[config.mk]
export PLATFORM = sky130hd
export DESIGN_NAME = multibyte_add_sequencer
export DESIGN_NICKNAME = d
export VERILOG_FILES = /design/src/rtl/add_seq_pkg.sv /design/src/rtl/parallel_carry_adder_8bit_with_enable.sv /design/src/rtl/multibyte_add_sequencer.sv
export SDC_FILE = /design/constraint.sdc
export NUM_CORES = 1
export LEC_CHECK = 0
export ABC_AREA = 1
export BUFFER_PORTS_ARGS = -buffer_cell sky130_fd_sc_hd__buf_2
export CORE_ASPECT_RATIO = 1.2
export CORE_MARGIN = 1
export CORE_UTILIZATION = 40
export CTS_BUF_LIST = sky130_fd_sc_hd__clkbuf_8 sky130_fd_sc_hd__clkbuf_16
export DETAILED_ROUTE_END_ITERATION = 6
export MAX_ROUTING_LAYER = met4
export SETUP_SLACK_MARGIN = 0.15
export SYNTH_ARGS = -nofsm -noshare
export SYNTH_HDL_FRONTEND = slang
export SYNTH_SLANG_ARGS = --single-unit
[constraint.sdc]
create_clock -name clk -period 3.8 [get_ports clk]
set_clock_uncertainty 0.05 [all_clocks]
set_input_delay 0.19 -clock clk [delete_from_list [all_inputs] [get_ports clk]]
set_output_delay 0.19 -clock clk [all_outputs]
set_load 0.02 [all_outputs]
[src/rtl/add_seq_pkg.sv]
// rtl/add_seq_pkg.sv - shared types and constants for the multibyte add sequencer
//
// Contents:
//   add_seq_state_t        - sequencer FSM state (IDLE, RUN, DONE)
//   ADD_SEQ_NBYTES_DEFAULT - default operand width in bytes
package add_seq_pkg;

    typedef enum logic [1:0] {
        IDLE = 2'd0,
        RUN  = 2'd1,
        DONE = 2'd2
    } add_seq_state_t;

    localparam int ADD_SEQ_NBYTES_DEFAULT = 4;

endpackage

[src/rtl/parallel_carry_adder_8bit_with_enable.sv]
// rtl/parallel_carry_adder_8bit_with_enable.sv - 8-bit carry-lookahead adder with enable gating
//
// Ports:
//   a, b   in  8 : addends
//   cin    in  1 : carry in
//   enable in  1 : when low, sum and cout are forced to 0
//   sum    out 8 : a + b + cin (low 8 bits)
//   cout   out 1 : carry out of bit 7
module parallel_carry_adder_8bit_with_enable (
    input  logic [7:0] a,
    input  logic [7:0] b,
    input  logic       cin,
    input  logic       enable,
    output logic [7:0] sum,
    output logic       cout
);

    logic [7:0] g;
    logic [7:0] p;
    logic [8:0] c;

    // Each carry is built as a flat sum of generate terms qualified by the
    // propagate chain below them, so no carry depends on another carry.
    always_comb begin
        logic cc;
        logic pp;
        g    = a & b;
        p    = a ^ b;
        c    = '0;
        cc   = 1'b0;
        pp   = 1'b1;
        c[0] = cin;
        for (int i = 0; i < 8; i++) begin
            cc = 1'b0;
            pp = 1'b1;
            for (int j = i; j >= 0; j--) begin
                cc = cc | (pp & g[j]);
                pp = pp & p[j];
            end
            c[i+1] = cc | (pp & cin);
        end
    end

    assign sum  = enable ? (p ^ c[7:0]) : 8'h00;
    assign cout = enable ? c[8] : 1'b0;

endmodule

[src/rtl/multibyte_add_sequencer.sv]
// rtl/multibyte_add_sequencer.sv - wide addition sequenced byte-serially through one 8-bit adder
//
// Ports:
//   clk, rst            : clock, asynchronous active-high reset
//   in_valid/in_ready   : operand handshake (op_a, op_b, cin sampled on accept)
//   out_valid/out_ready : result handshake (result, cout, ovf held until taken)
//   busy                : high while an operation is in RUN or DONE
module multibyte_add_sequencer
    import add_seq_pkg::*;
#(
    parameter int NBYTES = ADD_SEQ_NBYTES_DEFAULT
) (
    input  logic                clk,
    input  logic                rst,
    input  logic                in_valid,
    output logic                in_ready,
    input  logic [8*NBYTES-1:0] op_a,
    input  logic [8*NBYTES-1:0] op_b,
    input  logic                cin,
    output logic                out_valid,
    input  logic                out_ready,
    output logic [8*NBYTES-1:0] result,
    output logic                cout,
    output logic                ovf,
    output logic                busy
);

    localparam int W    = 8 * NBYTES;
    localparam int IDXW = $clog2(NBYTES);
    localparam logic [IDXW-1:0] LAST_IDX = IDXW'(NBYTES - 1);

    add_seq_state_t  state;
    logic [W-1:0]    a_sh;
    logic [W-1:0]    b_sh;
    logic [W-1:0]    result_q;
    logic            carry_q;
    logic            cout_q;
    logic            ovf_q;
    logic [IDXW-1:0] idx;
    logic            in_ready_q;
    logic            out_valid_q;
    logic            busy_q;

    logic            add_en;
    logic [7:0]      add_a;
    logic [7:0]      add_b;
    logic            add_cin;
    logic [7:0]      add_sum;
    logic            add_cout;

    // Adder inputs are held at zero outside RUN so it sees no toggling.
    always_comb begin
        add_en  = (state == RUN);
        add_a   = add_en ? a_sh[7:0] : 8'h00;
        add_b   = add_en ? b_sh[7:0] : 8'h00;
        add_cin = add_en ? carry_q : 1'b0;
    end

    parallel_carry_adder_8bit_with_enable u_adder (
        .a      (add_a),
        .b      (add_b),
        .cin    (add_cin),
        .enable (add_en),
        .sum    (add_sum),
        .cout   (add_cout)
    );

    always_ff @(posedge clk or posedge rst) begin
        if (rst) begin
            state       <= IDLE;
            a_sh        <= '0;
            b_sh        <= '0;
            result_q    <= '0;
            carry_q     <= 1'b0;
            cout_q      <= 1'b0;
            ovf_q       <= 1'b0;
            idx         <= '0;
            in_ready_q  <= 1'b1;
            out_valid_q <= 1'b0;
            busy_q      <= 1'b0;
        end else begin
            case (state)
                IDLE: begin
                    if (in_valid) begin
                        a_sh       <= op_a;
                        b_sh       <= op_b;
                        carry_q    <= cin;
                        idx        <= '0;
                        state      <= RUN;
                        in_ready_q <= 1'b0;
                        busy_q     <= 1'b1;
                    end
                end
                RUN: begin
                    result_q[idx*8 +: 8] <= add_sum;
                    carry_q              <= add_cout;
                    a_sh                 <= a_sh >> 8;
                    b_sh                 <= b_sh >> 8;
                    if (idx == LAST_IDX) begin
                        // Low byte of the shifters now holds the operand MSBs.
                        cout_q      <= add_cout;
                        ovf_q       <= (a_sh[7] == b_sh[7]) && (add_sum[7] != a_sh[7]);
                        state       <= DONE;
                        out_valid_q <= 1'b1;
                    end else begin
                        idx <= idx + 1'b1;
                    end
                end
                DONE: begin
                    if (out_ready) begin
                        state       <= IDLE;
                        out_valid_q <= 1'b0;
                        in_ready_q  <= 1'b1;
                        busy_q      <= 1'b0;
                    end
                end
                default: begin
                    state       <= IDLE;
                    in_ready_q  <= 1'b1;
                    out_valid_q <= 1'b0;
                    busy_q      <= 1'b0;
                end
            endcase
        end
    end

    assign in_ready  = in_ready_q;
    assign out_valid = out_valid_q;
    assign busy      = busy_q;
    assign result    = result_q;
    assign cout      = cout_q;
    assign ovf       = ovf_q;

endmodule
# Word level (Yosys, flattened, before mapping)
# Index checks and enable logic that the tools add are counted.
dict set report op_classes {
  n_addsub 2
  eq_ne 9
  shift 2
  n_mux 26
  bitwise 105
  reduce_logical 9
}
# op n
set op_table {}
lappend op_table {{$pmux W32 S2} 2}
lappend op_table {{$and A1 B1 Y1} 64}
lappend op_table {{$mux W32} 2}
lappend op_table {{$or A1 B1 Y1} 36}
lappend op_table {{$neg A5 Y34} 1}
lappend op_table {{$shift A8 B34 Y32 const A} 1}
lappend op_table {{$shiftx A8 B34 Y32} 1}
lappend op_table {{$bwmux W32} 1}
lappend op_table {{$mux W8} 3}
lappend op_table {{$xor A8 B8 Y8} 2}
lappend op_table {{$reduce_and A3 Y1} 4}
lappend op_table {{$mux W2} 5}
lappend op_table {{$pmux W1 S3} 3}
lappend op_table {{$and A8 B8 Y8} 1}
lappend op_table {{$ne A2 B2 Y1 const B} 4}
lappend op_table {{$mux W1} 7}
lappend op_table {{$pmux W2 S3} 1}
lappend op_table {{$eq A2 B2 Y1 const B} 2}
lappend op_table {{$pmux W2 S2} 1}
lappend op_table {{$reduce_and A2 Y1} 2}
lappend op_table {{$add A2 B1 Y2 const B} 1}
lappend op_table {{$eq A2 B1 Y1 const B} 1}
lappend op_table {{$logic_not A2 Y1} 1}
lappend op_table {{$not A1 Y1} 2}
lappend op_table {{other kinds (5)} 5}
dict set report word_totals {
  register_bits 106
}

# Depth between registers and ports, before layout
# Gate-level depths: netlist (run 1).
dict set report depth {
  depth_word 15
  ltp_mapped 17
  mapped_depth_nobuf 15
}

# By module
# From an unflattened synthesis (run 1), not the netlist that was laid out.
dict set report hier_totals {
  hier_cells 781
  area_unflattened_um2 5624.1
}
# mod n_inst cells_per_inst area_each_um2
set modules_own_cells {}
lappend modules_own_cells {multibyte_add_sequencer 1 702 5163.7}
lappend modules_own_cells {parallel_carry_adder_8bit_with_enable 1 79 460.4}

# Least setup slack after synthesis (run 1)
# OpenSTA, ideal clock, no wires.
dict set report synth_timing {
  path_type {register to register}
  start {register state[0]}
  end {register result_q[31] (netlist: result[31])}
  setup_time_ns 0.066
  arrival_ns 2.375
  required_time_ns 3.684
  slack_ns 1.309
  path_stages_with_launch 17
  n_path_buf 2
  period_less_slack_ns 2.491
  cell_sequence {dfrtp_1 -> nand2_4 -> buf_2 -> buf_1 -> nor2_1 -> ha_1 -> nand3_1 -> nor2_1 -> nor2_1 -> nand2_2 -> nand3_2 -> nand2_1 -> nand2_1 -> nand3_2 -> nor2_2 -> nand3_1 -> nand2_1}
}
dict set report synth_via {
  elab_chain_len 15
}
# element line_no
set synth_lines {}
lappend synth_lines {{from (decl)} multibyte_add_sequencer.sv:32} ;# add_seq_state_t state;
lappend synth_lines {{from (signal assigned)} multibyte_add_sequencer.sv:70} ;# state <= IDLE;
lappend synth_lines {{from (signal assigned)} multibyte_add_sequencer.sv:89} ;# state <= RUN;
lappend synth_lines {{from (signal assigned)} multibyte_add_sequencer.sv:103} ;# state <= DONE;
lappend synth_lines {{$eq A2 B1 Y1 *} {multibyte_add_sequencer.sv:53, multibyte_add_sequencer.sv:82}}
lappend synth_lines {{$mux W8, on equally long branches} {multibyte_add_sequencer.sv:54, multibyte_add_sequencer.sv:55}}
lappend synth_lines {{$xor A8 B8 Y8 or $and A8 B8 Y8 (tied branches)} {parallel_carry_adder_8bit_with_enable.sv:28, parallel_carry_adder_8bit_with_enable.sv:27}}
lappend synth_lines {{$and A1 B1 Y1, on equally long branches} {parallel_carry_adder_8bit_with_enable.sv:37, parallel_carry_adder_8bit_with_enable.sv:38}}
lappend synth_lines {{$or A1 B1 Y1 (tied with other cells) (5 in a row)} parallel_carry_adder_8bit_with_enable.sv:37} ;# cc = cc | (pp & g[j]);
lappend synth_lines {{$or A1 B1 Y1 or $and A1 B1 Y1 (tied branches)} {parallel_carry_adder_8bit_with_enable.sv:37, parallel_carry_adder_8bit_with_enable.sv:40}}
lappend synth_lines {{$or A1 B1 Y1} parallel_carry_adder_8bit_with_enable.sv:40} ;# c[i+1] = cc | (pp & cin);
lappend synth_lines {{$xor A8 B8 Y8} parallel_carry_adder_8bit_with_enable.sv:44} ;# assign sum = enable ? (p ^ c[7:0]) : 8'h00;
lappend synth_lines {{$mux W8} parallel_carry_adder_8bit_with_enable.sv:44}
lappend synth_lines {{$shiftx A8 B34 Y32} multibyte_add_sequencer.sv:95} ;# result_q[idx*8 +: 8] <= add_sum;
lappend synth_lines {{$bwmux W32} multibyte_add_sequencer.sv:95}
lappend synth_lines {{to (signal, indexed assignment)} multibyte_add_sequencer.sv:95}
lappend synth_lines {{to (decl)} multibyte_add_sequencer.sv:35} ;# logic [W-1:0] result_q;
# Mark *: on every way between the ends. The rest lies on a longest branch, timed or not.
# A chain may end at the register's enable or synchronous reset.

# Final worst setup path (run 1)
dict set report layout_timing {
  start {register state[1]}
  end {register result_q[31] (netlist: result[31])}
}
# Same word-level chain as after synthesis.

==> flow_summary.toml, run 1 <==
[outcome]
status = "finished clean"

[synth]
synth_area_leaders = "dfrtp_1 (51%), nand2_1 (9.9%), o21ai_0 (9.0%), inv_1 (7.6%), o211ai_1 (7.0%)"
syn_nets = 700
synth_cell_types = 34
seq_area_frac_synth = 0.514
ys.flop_type = "dfrtp_1"
synth-async-reset-ratio = 1.00
netlist_area_um2 = 5170
postSynthAreaPerCell_um2 = 8.35
synth_top_area_frac = 0.509
synth-seq-cells = 106
synth_top_area_cell = "dfrtp_1"
yosysWarnings = 0
syn_inst = 619
synth-edff-count = 0

[clock_tree]
cts_made_buffers = 9
cts_root_buf = "clkbuf_16"
clk_pin_slew_worst_paths_ns = 0.07
cts_num_sinks = 106
cts_tree = "done"
clk-insertion-delay-late_ns = 0.34
cts_setup_buffers = 0
post_cts_resized = 0
clockBufferDepth = 2
cts.htree.levels = 3
hold_buffers = 6

[timing]
tns_ns = 0
hold_violations = 0
post-route-period-util = 0.672
slew_headroom = 0.429
setup-violations-final = 0
tightest_slew_ns = 0.853
post-route-min-period_ns = 2.55
timing.final.ws_setup_ns = 1.25
fmax_mhz = 392
drv_slew = 0
rsz0062_at_grt = "no"

[pwr]
vdd_drop_max_uv = 329
p_int_w = 0.00308
p_sw_w = 0.00251
p_leak_nw = 3.20
p_per_area_nw_per_um2 = 904
p_clk_frac = 0.164
sw_frac_of_total = 0.449
p_seq_frac = 0.327
combPwrFrac = 0.509

[setup_path]
rrSetupSlack_ns = 1.25
critPathLaunchType = "flop"
cp_slowest_cell = "dfrtp_1"
cp_slowest_stage_delay_ns = 0.40
r2r_start = "state[1]"
critPathTopFamily = "simple AND/OR/NAND/NOR gates"
critPathRequiredTime_ns = 4.03
cp_max_fo = 35
critPathCaptureType = "flop"
cp_cell_sequence = "inv_1 > nand2_4 > nor2_1 > ha_1 > nand3_1 > nor2_1 > nor2_1 > nand2_2 > nand3_2 > nand2_1 > nand2_1 > nand3_2 > nor2_2 > nand3_1 > nand2_1"
path_class = "reg2reg"
cp_num_buf_inv = 1
ff2ff_path_depth = 15
worstReg2RegEnd = "result[31]"
cp-startpoint = "state[1]"
crit_arrival_ns = 2.78

[cells_and_area]
nNetsFinal = 796
fillerInstances = 1265
drive_gt1_frac = 0.193
layout_common_cells = "nand2_1 (135), inv_1 (105), dfrtp_1 (105), buf_2 (105), o21ai_0 (93)"
synthToLayoutAreaGrowth_pct = 19.6
final_common_cell = "nand2_1"

[detailed_routing]
wl_per_cell_um = 13.6
drtPass1Iterations = 4
ant_nets = 0
routed_wl_mm = 12.0
num_vias = 4381
drc = 0
drt-initial-drc-count = 190
via_per_inst = 4.96

[die]
die_y_um = 126
initial_core_util = 0.410
ios = 106
die_area_um2 = 13400
fp-row-count = 45
die_w_um = 106
core_area_um2 = 12600

[hold_path]
min_to = "b_sh[28]"
hold_depth = 3
hp-class = "in2reg"
hp-start = "op_b[28]"

[global_routing]
antenna_found_initial = 1
grt_pass1_wl_mm = 20.4
grt_max_degree = 64
grt_pass1_vias = 4351
grt-ovfl-total = 0
grt_use_total = 0.198

[placed_design]
routabilityCongestion = 0.796
hpwl_mm = 8.63
io_buffers = 105
dp_slack_ns = 1.30

[flow_run]
cap_violations = 0
-- per-stage QoR --
step / power, W / hold slack (ns) / cell area [um^2] / instances / utilization
detailed placement: 0.00471 / 0.223 / 5830 / 862 / 0.462
CTS: 0.00565 / 0.000421 / 6170 / 883 / 0.490
floorplan: 0.00398 / 0.261 / 5170 / 619 / -
finish: 0.00558 / 0.00975 / 6180 / 884 / 0.490
global placement: 0.00463 / 0.215 / 5830 / 862 / 0.462
global route: 0.00614 / 0.0138 / 6180 / 884 / 0.490
-- layout make-up --
| class | instances | area [um^2] | share of cell area |
|---|---|---|---|
| clock buffers | 10 | 239 | 0.0387 |
| repair buffers | 115 | 641 | 0.104 |
| well taps | 164 | 205 | 0.0332 |
| flip-flops and latches | 106 | 2650 | 0.430 |
| multi-input cells | 377 | 1990 | 0.322 |
| clock inverters | 5 | 47.5 | 0.00770 |
| inverters | 106 | 400 | 0.0648 |
| diodes | 1 | 2.50 | 0.000405 |
-- synth_stat cells, drive strengths merged (2+ instances only) --
| library cell | n |
|---|---|
| dfrtp | 105 |
| a22o | 3 |
| nand3 | 19 |
| nor3 | 7 |
| a21oi | 5 |
| ha | 11 |
| inv | 105 |
| nor2 | 35 |
| clkbuf | 15 |
| nand2 | 139 |
| nand4 | 7 |
| o211ai | 48 |
| o21ai | 94 |
| o31ai | 2 |
| buf | 15 |
-- sequential cells by signal (all words and copies together) (netlist names) --
signal     count
ovf            1
a_sh          32
idx            2
busy           1
result        32
state          2
in_ready       1
carry_q        1
out_valid      1
b_sh          32
cout           1
-- worst max-delay path by stage --
| stage | end | slack, ns | cells past startpoint |
|---|---|---|---|
| after global routing | result[15] | 0.93 | 15 |
| after global placement | result[15] | 1.41 | 14 |
| final | result[31] | 1.25 | 15 |
| after CTS | result[31] | 1.24 | 15 |
| after detailed placement | result[31] | 1.30 | 15 |
| after floorplan | a_sh[0] | 0.77 | 1 |
-- power by group through the flow --
stage / Sequential, W / Clock [W] / Combinational [W]
finish: 0.00183 / 0.000916 / 0.00284
global route: 0.00188 / 0.000984 / 0.00327
CTS: 0.00183 / 0.000935 / 0.00288
detailed placement: 0.00185 / 0 / 0.00285
global placement: 0.00183 / 0 / 0.00280
floorplan: 0.00196 / 0 / 0.00202
-- layer usage --
metal / global-route usage / vias to the layer above / part of all wire
met5: - / - / 0
met4: 0.0784 / 0 / 0.018
met3: 0.0339 / 14 / 0.047
met2: 0.324 / 103 / 0.50
met1: 0.242 / 2066 / 0.44
li1: - / 2198 / -
-- tightest hold or removal path: cells and delay by family --
family                 cells  cell delay (ns)
buffers and inverters      1             0.08
AOI/OAI and AO/OA          1             0.06
and+or+nand+nor            1             0.04
-- cell families (layout without fill, tap and decap cells) --
family / Yosys count / in the layout / synth area share
buf+inv: 136 / 236 / 0.102
flops: 106 / 106 / 0.514
simple gates: 208 / 208 / 0.173
other cells: 0 / 1 / 0
fa+ha+maj: 12 / 12 / 0.0305
compound gates: 157 / 157 / 0.181
Note: power is estimated with default switching activity, not from simulation.
==> run 2: changes to the inputs <==
==> constraint.sdc (replaced) <==
create_clock -name clk -period 2.22 [get_ports clk]
set_clock_uncertainty 0.05 [all_clocks]
set_input_delay 0.111 -clock clk [delete_from_list [all_inputs] [get_ports clk]]
set_output_delay 0.111 -clock clk [all_outputs]
set_load 0.02 [all_outputs]
==> run 2 against run 1 <==
Net effect: the run now ends with negative hold slack left; global-route usage increased by 1.6 points; final cell count increased by 8.0%; first-iteration DRC count increased by 15%; clock power increased by 63%; power increased by 98%; sequential cell count unchanged; cell area increased by 16%; register-to-register slack got worse by 1.2 ns; largest cell class unchanged; combinational power increased by 130%; sequential power increased by 68%; sequential share of layout area decreased by 5.9 points.
==> flow_summary.toml, run 2 (synthesis gave the netlist of run 1 again) <==
[global_routing]
grt_max_degree = 57
grt-ovfl-total = 0
antenna_found_initial = 0
grt_use_total = 0.214
grt_pass1_wl_mm = 22.2
grt_pass1_vias = 4726
grt-busiest-layer = "met2"
met2_usage = 0.372
met1_usage = 0.252
grt_use_met3 = 0.0308

[setup_path]
cp_max_fo = 6
path_class = "reg2reg"
critPathLaunchType = "flop"
critPathRequiredTime_ns = 2.44
critPathCaptureType = "flop"
crit_arrival_ns = 2.40

[timing]
tightest_slew_ns = 0.591
whs_ns = -0.00809
post-route-period-util = 0.981
slew_headroom = 0.604
fmax_mhz = 459
rsz0062_at_grt = "yes"
post-route-min-period_ns = 2.18
drv_slew = 0
setup-violations-final = 0
hold_violations = 1

[cells_and_area]
multi_input_area_um2 = 2310
diodes = 0
register_area_um2 = 2660
finish.instance_area_um2 = 7160
drive_gt1_frac = 0.282
final_util = 0.568
fillerInstances = 1170
layout_common_cells = "nand2_1 (123), buf_2 (105), dfrtp_1 (104), inv_1 (99), o21ai_0 (81)"
synthToLayoutAreaGrowth_pct = 38.6
final_cells = 955
nNetsFinal = 867
final_common_cell = "nand2_1"

[pwr]
p_sw_w = 0.00505
p_clk_frac = 0.135
sw_frac_of_total = 0.457
p_leak_nw = 3.55
finalPower_w = 0.0111
p_seq_frac = 0.279
p_per_area_nw_per_um2 = 1550
combPwrFrac = 0.586
vdd_drop_max_uv = 783
p_int_w = 0.00601

[die]
die_w_um = 106
initial_core_util = 0.410
fp-row-count = 45
die_y_um = 126
ios = 106
core_area_um2 = 12600
die_area_um2 = 13400

[detailed_routing]
via_per_inst = 4.95
wl_per_cell_um = 14.1
ant_nets = 0
drt-initial-drc-count = 218
drtPass1Iterations = 4
drc = 0
routed_wl_mm = 13.5
num_vias = 4728

[placed_design]
io_buffers = 105
dp_cells = 873
routabilityCongestion = 0.833
hpwl_mm = 8.93
placed_area_um2 = 5930

[clock_tree]
cts_tree = "done"
cts_root_buf = "clkbuf_16"
clk-insertion-delay-late_ns = 0.35
clk_pin_slew_worst_paths_ns = 0.07
cts_made_buffers = 9
cts.htree.levels = 3
clockBufferDepth = 2
cts_num_sinks = 106

[outcome]
status = "finished with violations"
violations = "negative hold slack"

[flow_run]
cap_violations = 0

[hold_path]
hp-class = "in2reg"
run 2: changes by cell type in the layout (fill, tap and decap cells not counted), moves of 9 or more:
cell,change
dlygate4sd3_1,+45
buf_4,+22
nor2_1,-17
o21ai_1,+9
nand2_1,-12
nand2_2,+9
o21ai_0,-12
nor2_4,+12
run 2: power by group through the flow:
stage / sequential (W) / combinational (W) / clock (W)
CTS: 0.00308 / 0.00562 / 0.00152
global route: 0.00318 / 0.00722 / 0.00159
finish: 0.00308 / 0.00649 / 0.00149
detailed placement: 0.00311 / 0.00514 / 0
floorplan: 0.00336 / 0.00355 / 0
global placement: 0.00309 / 0.00503 / 0
run 2: final timing paths:
kind                       startpoint          to  slack, ns  cells after the start
setup / recovery             state[1]  result[26]       0.04                     13
hold / removal               op_a[18]    a_sh[18]     -0.008                      3
setup reg to reg             state[1]  result[26]       0.04                     13
hold reg to reg            result[21]  result[21]       0.43                      2
max in group asynchronous         rst    in_ready       1.29                      4
min in group asynchronous         rst    a_sh[20]       0.15                      3
run 2: area by class of cell:
cell class / count / share of cell area
sequential: 106 / 0.371
tap: 164 / 0.0287
clock inverter: 6 / 0.00472
timing repair buffer: 185 / 0.183
inverter: 106 / 0.0568
clock buffer: 10 / 0.0334
multi-input combinational: 378 / 0.323
run 2: worst max-delay path, cell delays in order, from the launching register on:
cell      delay (ns)
dfrtp_1         0.41
inv_4           0.11
nand2_8         0.09
nor2_2          0.14
ha_4            0.24
buf_4           0.13
buf_4           0.13
nand3_1         0.11
o211ai_1        0.10
nand2_1         0.08
nand3_2         0.10
nor2_4          0.17
nand2_1         0.10
o21ai_1         0.12
run 2: metrics by stage:
stage               hold WS, ns  TNS, ns  setup WS, ns
floorplan                 0.182  -0.0363       -0.0184
global placement        -0.0341        0        0.0183
detailed placement      -0.0328  -0.0136       -0.0131
finish                 -0.00809        0        0.0413
CTS                    0.000388        0         0.120
global route             0.0169   -0.741       -0.0968
run 2: routing by layer:
layer  routed length, um  part of all wire
met4                 193             0.014
met3                 525             0.039
met1                5670              0.42
met2                7080              0.53
met5                   0                 0
run 2: timing repair:
action | CTS | global route
cloned | 1 | 1
resized for setup | 24 | 63
pin swaps | 12 | 33
hold endpoints to repair | 155 | 0
setup buffers | 5 | 8
endpoints found under the setup margin | 27 | 59
hold buffers | 51 | 0
==> run 3: changes to the inputs <==
--- a/config.mk
+++ b/config.mk
@@ -16,4 +16,5 @@
 export SETUP_SLACK_MARGIN = 0.15
 export SYNTH_ARGS = -nofsm -noshare
 export SYNTH_HDL_FRONTEND = slang
+export SYNTH_HIERARCHICAL = 1
 export SYNTH_SLANG_ARGS = --single-unit
==> run 3 against run 2 <==
Net effect: non-clock buffer count grew 7; register-to-register slack about the same; worst hold slack improved by 0.013 ns; sequential share of layout area decreased by 2.0 points; final cell count grew 18%; maximum frequency is 0.59% lower; cell area increased by 5.6%; synthesized cell count rose by 26%; clock power hardly changed; the run now ends clean; worst setup slack got worse by 0.013 ns; critical path depth increased by 3.
==> flow_summary.toml, run 3 <==
[die]
core_area_um2 = 13800
ios = 106
die_area_um2 = 14500
fp-row-count = 47
die_y_um = 132
die_w_um = 110
initial_core_util = 0.409

[timing]
setup-violations-final = 0
hold_violations = 0
fmax_mhz = 456
post-route-period-util = 0.987
slew_headroom = 0.518
post-route-min-period_ns = 2.19
rsz0062_at_grt = "yes"
drv_slew = 0
tightest_slew_ns = 0.723

[global_routing]
grt-ovfl-total = 0
grt_pass1_vias = 4997
antenna_found_initial = 0
grt_use_total = 0.213
grt_max_degree = 59
grt_pass1_wl_mm = 23.7

[placed_design]
routabilityCongestion = 0.853
hpwl_mm = 9.32
io_buffers = 105
placed_area_um2 = 6500

[synth]
synth-edff-count = 0
syn_inst = 781
synth_common_cells = "nand2_1 (435), dfrtp_1 (105), nand3_1 (61), inv_1 (54), nor2_1 (36)"
yosysWarnings = 6
postSynthAreaPerCell_um2 = 7.20
yosysMostFrequentCell = "nand2_1"
syn_nets = 866
synth-async-reset-ratio = 1.00
seq_area_frac_synth = 0.472
synth_cell_types = 29
synth_top_area_frac = 0.467
synth_area_leaders = "dfrtp_1 (47%), nand2_1 (29%), nand3_1 (5.4%), inv_1 (3.6%), ha_1 (3.3%)"
synth-seq-cells = 106
synth_top_area_cell = "dfrtp_1"
ys.flop_type = "dfrtp_1"
netlist_area_um2 = 5620

[detailed_routing]
ant_nets = 0
wl_per_cell_um = 12.7
met1_length_mm = 6.33
num_vias = 5275
drt-initial-drc-count = 238
drc = 0
routed_wl_mm = 14.3
wl_met2_mm = 7.02
via_per_inst = 4.69
drtPass1Iterations = 4
topRoutingLayerUsed = "met4"
met3_length_um = 581

[clock_tree]
clk_pin_slew_worst_paths_ns = 0.07
cts_num_sinks = 106
cts_made_buffers = 9
cts_root_buf = "clkbuf_16"
cts_tree = "done"
clockBufferDepth = 2
cts.htree.levels = 3
clk-insertion-delay-late_ns = 0.36

[setup_path]
cp_max_fo = 7
crit_arrival_ns = 2.44
critPathLaunchType = "flop"
path_class = "reg2reg"
ff2ff_path_depth = 16
critPathCaptureType = "flop"
critPathRequiredTime_ns = 2.47

[cells_and_area]
final_util = 0.549
synthToLayoutAreaGrowth_pct = 34.4
finish.instance_area_um2 = 7560
fillerInstances = 1351
diodes = 0
nNetsFinal = 1035
drive_gt1_frac = 0.231
layout_common_cells = "nand2_1 (430), buf_2 (105), dfrtp_1 (104), nand3_1 (58), inv_1 (54)"
register_area_um2 = 2660
multi_input_area_um2 = 2840
final_common_cell = "nand2_1"

[hold_path]
hold_depth = 5
hp-class = "in2reg"

[outcome]
status = "finished clean"

[pwr]
p_per_area_nw_per_um2 = 1360
p_leak_nw = 4.33
vdd_drop_max_uv = 610

[flow_run]
cap_violations = 0
==> run 3: changes by cell type after synthesis, moves of 3 or more <==
cell | previous run | this run
nand4_1 | 7 | 2
nor2_1 | 30 | 36
a22o_1 | 3 | 0
clkbuf_1 | 15 | 6
o211ai_1 | 48 | 0
inv_1 | 104 | 54
nand3_4 | 0 | 3
nor2_2 | 4 | 1
o21ai_0 | 93 | 4
ha_1 | 11 | 15
nand2_1 | 136 | 435
nand3_1 | 16 | 61
nor2_4 | 1 | 4
buf_4 | 0 | 10
==> run 3: where the power goes <==
group | switching, W | leakage [nW] | total [W] | internal (W)
Combinational | 0.00358 | 2.80 | 0.00578 | 0.00220
Clock | 0.000710 | 0.137 | 0.00148 | 0.000774
Sequential | 0.000381 | 1.39 | 0.00304 | 0.00266
==> run 3: area by class of cell <==
cell class / instances / area share
Clock buffer: 10 / 0.0316
Timing Repair Buffer: 192 / 0.182
Sequential cell: 106 / 0.351
Inverter: 56 / 0.0283
Clock inverter: 4 / 0.00281
Tap cell: 171 / 0.0283
Multi-Input combinational cell: 585 / 0.376
==> run 3: path summary, 6_finish.rpt <==
kind	start	end	slack, ns
max	state[1]	ovf	0.03
min	cin	carry_q	0.005
max reg2reg	state[1]	ovf	0.03
min reg2reg	in_ready	in_ready	0.41
max in group asynchronous	rst	in_ready	1.11
min in group asynchronous	rst	result[31]	0.25
==> run 3: kinds of logic (layout without fill, tap and decap cells) <==
family,count (synthesis),count (layout),share of synthesized area
DFF,106,106,0.472
buffers and inverters,90,262,0.0701
AOI/OAI and AO/OA,15,15,0.0160
adders and majority gates,16,16,0.0369
and+or+nand+nor,554,554,0.405
==> run 3: per-layer routing <==
| layer | GRT usage | vias to the layer above |
|---|---|---|
| met5 | - | - |
| met4 | 0.0863 | 0 |
| met3 | 0.0277 | 23 |
| met2 | 0.336 | 133 |
| met1 | 0.275 | 2400 |
| li1 | - | 2719 |
==> run 3: critical path: stages (launching register included) <==
cell and delay [ns]:
dfrtp_1 0.39, inv_2 0.08, nand2_4 0.09, buf_16 0.16
nor2_4 0.13, ha_4 0.23, nand3_2 0.07, nand3_1 0.07
nand2_1 0.08, nand2_2 0.07, o21ai_2 0.15, nand2_1 0.08
nor2_2 0.14, inv_2 0.08, o21ai_1 0.11, nand3_1 0.08
nand2_1 0.07
==> run 3: timing repair <==
item	4_1_cts	5_1_grt
hold buffers	48	0
resized for setup	23	19
buffers inserted	6	4
setup endpoints to repair	25	70
endpoints found under the hold margin	61	0
pin swaps	12	16
gates cloned	1	1
==> run 3: stage by stage <==
step | TNS, ns | instances | hold WS (ns) | power, W | setup WS [ns]
floorplan | 0 | 781 | 0.171 | 0.00671 | 0.0284
global placement | 0 | 1050 | 0.0889 | 0.00804 | 0.0407
detailed placement | -0.00567 | 1050 | 0.0876 | 0.00808 | -0.00313
CTS | 0 | 1119 | 0.000562 | 0.0101 | 0.00852
global route | -0.936 | 1124 | 0.0257 | 0.0112 | -0.0941
finish | 0 | 1124 | 0.00525 | 0.0103 | 0.0283
